**src/rtl/fsm_sequence_monitor_if.sv**
```systemverilog
// fsm_sequence_monitor_if: observed-state bus and monitor result signals
interface fsm_sequence_monitor_if #(
  parameter int STATE_W = 4,
  parameter int CNT_W = 8
);
  logic [STATE_W-1:0] state_in;
  logic state_vld;
  logic clear;
  logic done;
  logic error;
  logic [1:0] err_code;
  logic [STATE_W-1:0] err_state;
  logic [STATE_W-1:0] exp_state;
  logic [CNT_W-1:0] trans_cnt;
  logic [CNT_W-1:0] err_cnt;
  modport master (
    output state_in, state_vld, clear,
    input done, error, err_code, err_state, exp_state, trans_cnt, err_cnt
  );
  modport slave (
    input state_in, state_vld, clear,
    output done, error, err_code, err_state, exp_state, trans_cnt, err_cnt
  );
endinterface

```
**src/rtl/fsm_sequence_monitor.sv**
```systemverilog
// fsm_sequence_monitor: passive order checker for a stepping FSM state bus
module fsm_sequence_monitor #(
  parameter int STATE_W = 4,
  parameter int LAST_STATE = 6,
  parameter int TIMEOUT = 16,
  parameter int CNT_W = 8
) (
  input logic aclk,
  input logic aresetn,
  fsm_sequence_monitor_if.slave mon
);
  localparam int SW = $clog2(TIMEOUT);
  localparam logic [STATE_W-1:0] LAST = STATE_W'(LAST_STATE);
  typedef enum logic [1:0] {WAIT_START, TRACK, COMPLETE} mode_t;
  mode_t mode_q, mode_d;
  logic [STATE_W-1:0] cur_q, cur_d, exp_q, exp_d, err_state_q, err_state_d, estate;
  logic [SW-1:0] stall_q, stall_d;
  logic [CNT_W-1:0] trans_cnt_q, trans_cnt_d, err_cnt_q, err_cnt_d;
  logic [1:0] err_code_q, err_code_d, ecode;
  logic done_q, done_d, error_q, error_d;
  logic accept, illegal;
  assign accept = mon.state_vld && mon.state_in == exp_q;
  assign illegal = mon.state_vld && !accept && mon.state_in != cur_q;
  always_comb begin
    mode_d = mode_q;
    cur_d = cur_q;
    exp_d = exp_q;
    stall_d = stall_q;
    trans_cnt_d = trans_cnt_q;
    err_cnt_d = err_cnt_q;
    err_code_d = err_code_q;
    err_state_d = err_state_q;
    done_d = done_q;
    error_d = 1'b0;
    ecode = 2'd0;
    estate = mon.state_in;
    if (mon.clear) begin
      mode_d = WAIT_START;
      cur_d = '0;
      exp_d = '0;
      stall_d = '0;
      trans_cnt_d = '0;
      err_cnt_d = '0;
      err_code_d = '0;
      err_state_d = '0;
      done_d = 1'b0;
    end else if (mode_q == WAIT_START && mon.state_vld) begin
      if (mon.state_in == '0) begin
        mode_d = TRACK;
        cur_d = '0;
        exp_d = STATE_W'(1);
        stall_d = '0;
      end else ecode = 2'd1;
    end else if (mode_q == TRACK) begin
      if (accept) begin
        trans_cnt_d = (&trans_cnt_q) ? trans_cnt_q : trans_cnt_q + CNT_W'(1);
        cur_d = mon.state_in;
        exp_d = mon.state_in == LAST ? '0 : mon.state_in + STATE_W'(1);
        mode_d = mon.state_in == LAST ? COMPLETE : TRACK;
        done_d = mon.state_in == LAST;
        stall_d = '0;
      end else if (illegal) begin
        ecode = 2'd2;
        stall_d = '0;
        if (mon.state_in <= LAST) begin
          cur_d = mon.state_in;
          exp_d = mon.state_in + STATE_W'(1);
          mode_d = mon.state_in == LAST ? COMPLETE : TRACK;
        end else begin
          mode_d = WAIT_START;
          exp_d = '0;
        end
      end else if (stall_q == SW'(TIMEOUT - 1)) begin
        ecode = 2'd3;
        estate = exp_q;
        mode_d = WAIT_START;
        exp_d = '0;
        stall_d = '0;
      end else stall_d = stall_q + SW'(1);
    end
    if (ecode != 2'd0) begin
      error_d = 1'b1;
      err_code_d = ecode;
      err_state_d = estate;
      err_cnt_d = (&err_cnt_q) ? err_cnt_q : err_cnt_q + CNT_W'(1);
    end
  end
  always_ff @(posedge aclk or negedge aresetn) begin
    if (!aresetn) begin
      mode_q <= WAIT_START;
      cur_q <= '0;
      exp_q <= '0;
      stall_q <= '0;
      trans_cnt_q <= '0;
      err_cnt_q <= '0;
      err_code_q <= '0;
      err_state_q <= '0;
      done_q <= 1'b0;
      error_q <= 1'b0;
    end else begin
      mode_q <= mode_d;
      cur_q <= cur_d;
      exp_q <= exp_d;
      stall_q <= stall_d;
      trans_cnt_q <= trans_cnt_d;
      err_cnt_q <= err_cnt_d;
      err_code_q <= err_code_d;
      err_state_q <= err_state_d;
      done_q <= done_d;
      error_q <= error_d;
    end
  end
  assign mon.done = done_q;
  assign mon.error = error_q;
  assign mon.err_code = err_code_q;
  assign mon.err_state = err_state_q;
  assign mon.exp_state = exp_q;
  assign mon.trans_cnt = trans_cnt_q;
  assign mon.err_cnt = err_cnt_q;
endmodule

```
**src/flat_wrapper.sv**
```systemverilog
// flat-port wrapper written by rule: the top's interface ports become plain ports
module fsm_sequence_monitor_flat 
#(
  parameter int STATE_W = 4,
  parameter int LAST_STATE = 6,
  parameter int TIMEOUT = 16,
  parameter int CNT_W = 8
)
  (aclk, aresetn, mon_state_in, mon_state_vld, mon_clear, mon_done, mon_error, mon_err_code, mon_err_state, mon_exp_state, mon_trans_cnt, mon_err_cnt);
  fsm_sequence_monitor_if #(.STATE_W(STATE_W), .CNT_W(CNT_W)) mon_i ();
  input logic aclk;
  input logic aresetn;
  input wire logic [$bits(mon_i.state_in)-1:0] mon_state_in;
  input wire logic [$bits(mon_i.state_vld)-1:0] mon_state_vld;
  input wire logic [$bits(mon_i.clear)-1:0] mon_clear;
  output wire logic [$bits(mon_i.done)-1:0] mon_done;
  output wire logic [$bits(mon_i.error)-1:0] mon_error;
  output wire logic [$bits(mon_i.err_code)-1:0] mon_err_code;
  output wire logic [$bits(mon_i.err_state)-1:0] mon_err_state;
  output wire logic [$bits(mon_i.exp_state)-1:0] mon_exp_state;
  output wire logic [$bits(mon_i.trans_cnt)-1:0] mon_trans_cnt;
  output wire logic [$bits(mon_i.err_cnt)-1:0] mon_err_cnt;
  assign mon_i.state_in = mon_state_in;
  assign mon_i.state_vld = mon_state_vld;
  assign mon_i.clear = mon_clear;
  assign mon_done = mon_i.done;
  assign mon_error = mon_i.error;
  assign mon_err_code = mon_i.err_code;
  assign mon_err_state = mon_i.err_state;
  assign mon_exp_state = mon_i.exp_state;
  assign mon_trans_cnt = mon_i.trans_cnt;
  assign mon_err_cnt = mon_i.err_cnt;
  fsm_sequence_monitor #(.STATE_W(STATE_W), .LAST_STATE(LAST_STATE), .TIMEOUT(TIMEOUT), .CNT_W(CNT_W)) u_core (.aclk(aclk), .aresetn(aresetn), .mon(mon_i));
endmodule
```
**config.mk**
```make
export PLATFORM = sky130hd
export DESIGN_NAME = fsm_sequence_monitor_flat
export DESIGN_NICKNAME = d
export VERILOG_FILES = /design/src/rtl/fsm_sequence_monitor_if.sv /design/src/rtl/fsm_sequence_monitor.sv /design/src/flat_wrapper.sv
export SDC_FILE = /design/constraint.sdc
export NUM_CORES = 1
export LEC_CHECK = 0
export ABC_AREA = 1
export CAP_MARGIN = 40
export CORE_UTILIZATION = 45
export DETAILED_ROUTE_END_ITERATION = 8
export PLACE_DENSITY = 0.69
export SYNTH_ARGS = -nofsm -noshare
export SYNTH_HDL_FRONTEND = slang
export SYNTH_SLANG_ARGS = --single-unit
export TNS_END_PERCENT = 10
```
**constraint.sdc**
```tcl
create_clock -name aclk -period 2.1 [get_ports aclk]
set_clock_uncertainty 0.05 [all_clocks]
set_input_delay 0.42 -clock aclk [delete_from_list [all_inputs] [get_ports aclk]]
set_output_delay 0.42 -clock aclk [all_outputs]
set_load 0.02 [all_outputs]
```
* Word-level counts from Yosys, hierarchy flattened *
Index checks and enable logic that the tools add are counted.
Widths: inputs -> output; s select.

word-level totals
  bits in registers = 38
  bits in latches = 0
  memory bits (writable) = 0
  ROM bits = 0
  bits of input ports = 8
  output and inout bits = 28
  word-level logic and storage cells = 108
  memories = 0

operators by class
  $add $sub $neg = 4
  multiply operators = 0
  div/mod/pow operators = 0
  $lt $le $gt $ge = 1
  eq/ne operators = 9
  shift operators = 0
  mux-type cells = 61
  bitwise operators = 0
  reduce and logical (&&, ||, !) cells = 23

operator list
  cell                 number
  $mux 4               30
  $mux 8               8
  $mux 2               17
  $add 8x1->8 const B  2
  $reduce_and 8->1     2
  $add 4x1->4 const B  2
  $reduce_and 4->1     2
  $reduce_bool 2->1    4
  $reduce_bool 4->1    2
  $mux 1               6
  $ne 2x2->1 const B   3
  $reduce_and 3->1     2
  $reduce_bool 5->1    1
  $eq 4x3->1 const B   1
  $eq 4x4->1           1
  $eq 4x4->1 const B   1
  $le 4x3->1 const B   1
  $logic_and 1x1->1    4
  $logic_not 4->1      1
  $ne 4x4->1           1
  $reduce_and 2->1     2
  $ne 3x3->1 const B   1
  $reduce_bool 3->1    1
  $eq 2x1->1 const B   1
  2 further kinds      2

* Depth between registers and ports, before layout *
  word-level depth = 13
  depth in mapped cells = 15
  mapped depth without buffers = 14

* Least setup slack after synthesis *
No wires, ideal clock.

  path kind = reg-to-reg
  from = register u_core.trans_cnt_q[1], in the netlist u_core.mon.trans_cnt[1]
  to = register u_core.trans_cnt_q[7], in the netlist u_core.mon.trans_cnt[7]
  library setup time = 122 ps
  data arrival time = 1,579 ps
  required time = 1,928 ps
  path slack = 349 ps
  stages on the path, launching flop included = 8
  buffers on the path = 1
  clock period less this slack = 1,751 ps
  path through = dfrtp_1 > ha_1 > nand2_1 > nor4_1 > a21oi_4 > buf_6 > nand2_1 > o21ai_1

between the ends
  longest elaborated chain between the ends = 6
  elaborated cells between the ends (all ways) = 9
  those cells by class = 1 x add/sub; 1 x eq/ne; 5 x mux; 2 x reduce/logical

RTL lines
  element                 line                         RTL
  start, declared         fsm_sequence_monitor.sv:18   logic [CNT_W-1:0] trans_cnt_q, trans_cnt_d, err_cnt_q, err_cnt_d;
  start signal, assigned  fsm_sequence_monitor.sv:105  trans_cnt_q <= trans_cnt_d;
  $add 8x1->8             fsm_sequence_monitor.sv:56   trans_cnt_d = (&trans_cnt_q) ? trans_cnt_q : trans_cnt_q + CNT_W'(1);
  $mux 8                  fsm_sequence_monitor.sv:56
  $mux 8                  fsm_sequence_monitor.sv:55   if (accept) begin
  $mux 8                  fsm_sequence_monitor.sv:54   end else if (mode_q == TRACK) begin
  $mux 8                  fsm_sequence_monitor.sv:47   end else if (mode_q == WAIT_START && mon.state_vld) begin
  $mux 8                  fsm_sequence_monitor.sv:37   if (mon.clear) begin

Parallel ways exist; a longest one is shown, timed or not. The select of a mux whose other input is x is not followed.
A chain may end at the register's enable or synchronous reset.

* Worst setup path in the final report *
  from = input port mon_state_in[1]
  to = register u_core.exp_q[3], in the netlist u_core.mon.exp_state[3]

between the ends
  longest elaborated chain between the ends = 10
  elaborated cells between the ends (all ways) = 20
  those cells by class = 1 x add/sub; 1 x order compare; 4 x eq/ne; 7 x mux; 7 x reduce/logical

RTL lines
  element                                               line                         RTL
  start, declared                                       flat_wrapper.sv:13           input wire logic [$bits(mon_i.state_in)-1:0] mon_state_in;
  branches (longest 10 deep; another with $add 4x1->4)  -
  end signal, assigned                                  fsm_sequence_monitor.sv:103  exp_q <= exp_d;
  end, declared                                         fsm_sequence_monitor.sv:16   logic [STATE_W-1:0] cur_q, cur_d, exp_q, exp_d, err_state_q, err_state_d, estate;

Several ways; the timed one is not identified. The select of a mux whose other input is x is not followed.

==> summary.md <==
| Metric | Value |
|---|---|
| Initial Utilization | `48.13%` |
| Critical path startpoint category | `input pin` |
| Clock sinks | `38` |
| Global Route Usage Sum | `21.04%` |
| Remaining design rule violation count | `0` |
| Input/output buffers | `35` |
| Routed WL per cell | `11.68 um` |
| Via density per instance | `4.829` |
| Area of the die | `5512 um^2` |
| Number of library cell types mapped by synthesis | `34` |
| Source-to-sink clock delay at the later pin of the worst-skew pair | `0.29 ns` |
| First-pass iteration count of the detailed router | `4` |
| Max-slew violation count | `0` |
| Hold bufs inserted after CTS | `0` |
| Number of global-route vias before repair | `2024` |
| Worst-case reg-to-reg path depth | `7` |
| Post-route minimum period | `1.977 ns` |
| Cell at the root of the clock tree | `clkbuf_8` |
| Overflow left after global routing | `0` |
| Core Area | `4880 um^2` |
| Routed via count | `2178` |
| Number of buffers added by the clock tree synthesis step | `5` |
| Cell count after placement | `443` |
| Final #Nets | `397` |
| Share of final-layout standard cells stronger than drive strength 1 | `20.57%` |
| Most used DFF post-synth | `dfrtp_1` |
| Max-capacitance violation count | `0` |
| P_leak | `0.001622 uW` |
| Cell Pwr Density | `909.7 nW/um^2` |
| Peak clock frequency supported by timing | `0.5059 GHz` |
| Transition time of the tightest slew-check pin | `0.4735 ns` |
| Die W | `74.24 um` |
| First-pass GRT wire length | `8859 um` |
| Max-slew headroom at the worst pin | `68.44%` |
| Max clock buf depth | `2` |
| Height of the die | `74.24 um` |
| IO Count | `36` |
| Total of endpoints with negative setup slack in the final report | `0` |
| Period utilization | `94.13%` |
| Kind of critical path | `in2reg` |
| Cells after synthesis | `307` |
| Number of H-tree branching levels | `2` |
| Final non-filler cell total | `451` |
| Critical path data arrival time | `2.11 ns` |
| Number of DRC markers after the initial detailed-route iteration | `99` |
| Antenna diode count | `0` |
| Worst slack at placement | `-0.2828 ns` |
| Average cell area after synthesis | `7.650 um^2` |
| Last weighted congestion value of the routability-driven placer | `0.8510` |
| Clock Pin Slew Worst Setup and Hold Paths | `0.08 ns` |
| Status | `complete, no violations` |
| Final worst setup slack | `0.1233 ns` |
| Commonest cells after routing, fill and taps aside | `95 x nand2_1, 39 x buf_4, 38 x dfrtp_1` |
| Required time of the critical path | `2.23 ns` |
| Placement Rows | `25` |
| Most common library cell in the layout ignoring fill and taps | `nand2_1` |
| Antenna viol nets, final | `0` |
| Register area share after synthesis | `40.49%` |
| DRT Wirelength | `5269 um` |
| Mapped cell area | `2349 um^2` |
| Antenna violations before repair | `0` |
| Clock tree from TritonCTS | `built` |
| Critical Path Sink Type | `register` |
| Setup repair after global routing missed its margin | `false` |
| EDFF count, synth | `0` |
| Synth warnings | `0` |
| Post-synthesis net count | `321` |
| Post-synth ARST share | `100.0%` |
| Final-report hold violation count | `0` |
| Pin count of the biggest net entering global routing | `39` |
| Post-synthesis to final-layout area growth | `34.68%` |
| Slack of the worst reg-to-reg path | `0.32 ns` |
| Worst VDD drop | `0.4848 mV` |
| Biggest fanout along the worst timing path | `4` |
| Count of state elements after synthesis | `38` |
| Half-perimeter wire length of the detailed placement result | `4008 um` |
| Hold/Removal Path Class | `in2async` |
## timing repair
action / in CTS / in global routing
buffers inserted: 0 / 0
resized for setup: 0 / 10
endpoints found under the setup margin: 0 / 20
## power breakdown
group | switching (uW) | internal, uW
Combinational | 717 | 558
Sequential | 170 | 903
Clock | 264 | 264
## area by class of cell
type | count | area (um^2)
fillers | 437 | 1717
multi-input cells | 224 | 1240
flip-flops and latches | 38 | 950.9
repair buffers | 74 | 643.1
inverters | 40 | 150.1
well taps | 67 | 83.83
clock buffers | 6 | 82.58
clock inverters | 2 | 12.51
## worst paths after layout
path	from	endpoint
max reg2reg	u_core.mon.err_cnt[0]	u_core.mon.err_cnt[6]
min in group aclk	u_core.mon.err_code[1]	u_core.mon.err_code[1]
max	mon_state_in[1]	u_core.mon.exp_state[3]
max in group asynchronous	aresetn	u_core.mon.trans_cnt[3]
min reg2reg	u_core.mon.err_code[1]	u_core.mon.err_code[1]
min	aresetn	u_core.mon.err_cnt[1]
## synthesized netlist by cell type (all sizes together), types with 3 or more instances
master    n  area share (%)
nor3      4            0.85
nor2     19             3.9
xor2     11             4.1
buf       4             1.5
inv      39             6.2
o211ai    8             3.2
a21oi     7             2.5
nand3    36             9.0
ha        6             3.2
nand2   105              18
o21ai    16             3.4
nand3b    3            0.96
nand4     3            0.80
dfrtp    38              40
## cells by family (layout without fill, tap and decap cells)
family,count (synthesis),after routing,synth area share [%]
and+or+nand+nor,173,173,34.15
xor gates and xnor gates,12,12,4.475
AOI/OAI and AO/OA,33,33,9.643
DFF,38,38,40.49
adders and majority gates,6,6,3.197
buffers and inverters,45,122,8.044
## stage by stage
stage / power, uW / TNS [ns] / utilization (%) / instance area [um^2] / hold slack, ns
5_1_grt: 3096 / 0 / 64.82 / 3163 / 0.1704
2_1_floorplan: 1797 / 0 / - / 2349 / 0.07441
3_3_place_gp: 2312 / -4.960 / 62.13 / 3032 / 0.4067
6_report: 2877 / 0 / 64.82 / 3163 / 0.1163
4_1_cts: 2867 / 0 / 64.08 / 3127 / 0.1341
3_5_place_dp: 2329 / -6.180 / 62.13 / 3032 / 0.4145
## routing by layer
layer  GRT usage (%)  routed length [um]
met1           27.67                2618
met2           35.76                2478
met3           3.659                 140
met4           5.870                  32
met5               0                   0
## registers in the layout, summed over array words and instances (netlist names)
signal and cells:
u_core.cur_q 4, u_core.mode_q 2, u_core.mon.done 1, u_core.mon.err_cnt 8
u_core.mon.err_code 2, u_core.mon.err_state 4, u_core.mon.error 1, u_core.mon.exp_state 4
u_core.mon.trans_cnt 8, u_core.stall_q 4
## critical path, cell delays in order
cell and delay (ns):
clkdlybuf4s50_1 0.45, buf_4 0.17, nand2_1 0.07, nand2_1 0.05
nor2_1 0.11, nand2_1 0.10, nand2_2 0.10, nand2_1 0.08
inv_1 0.07, nand2_2 0.07, nand2_2 0.12, buf_4 0.13
nand3_1 0.06, nand2_1 0.06, inv_1 0.03
(Power assumes the default switching activity.)
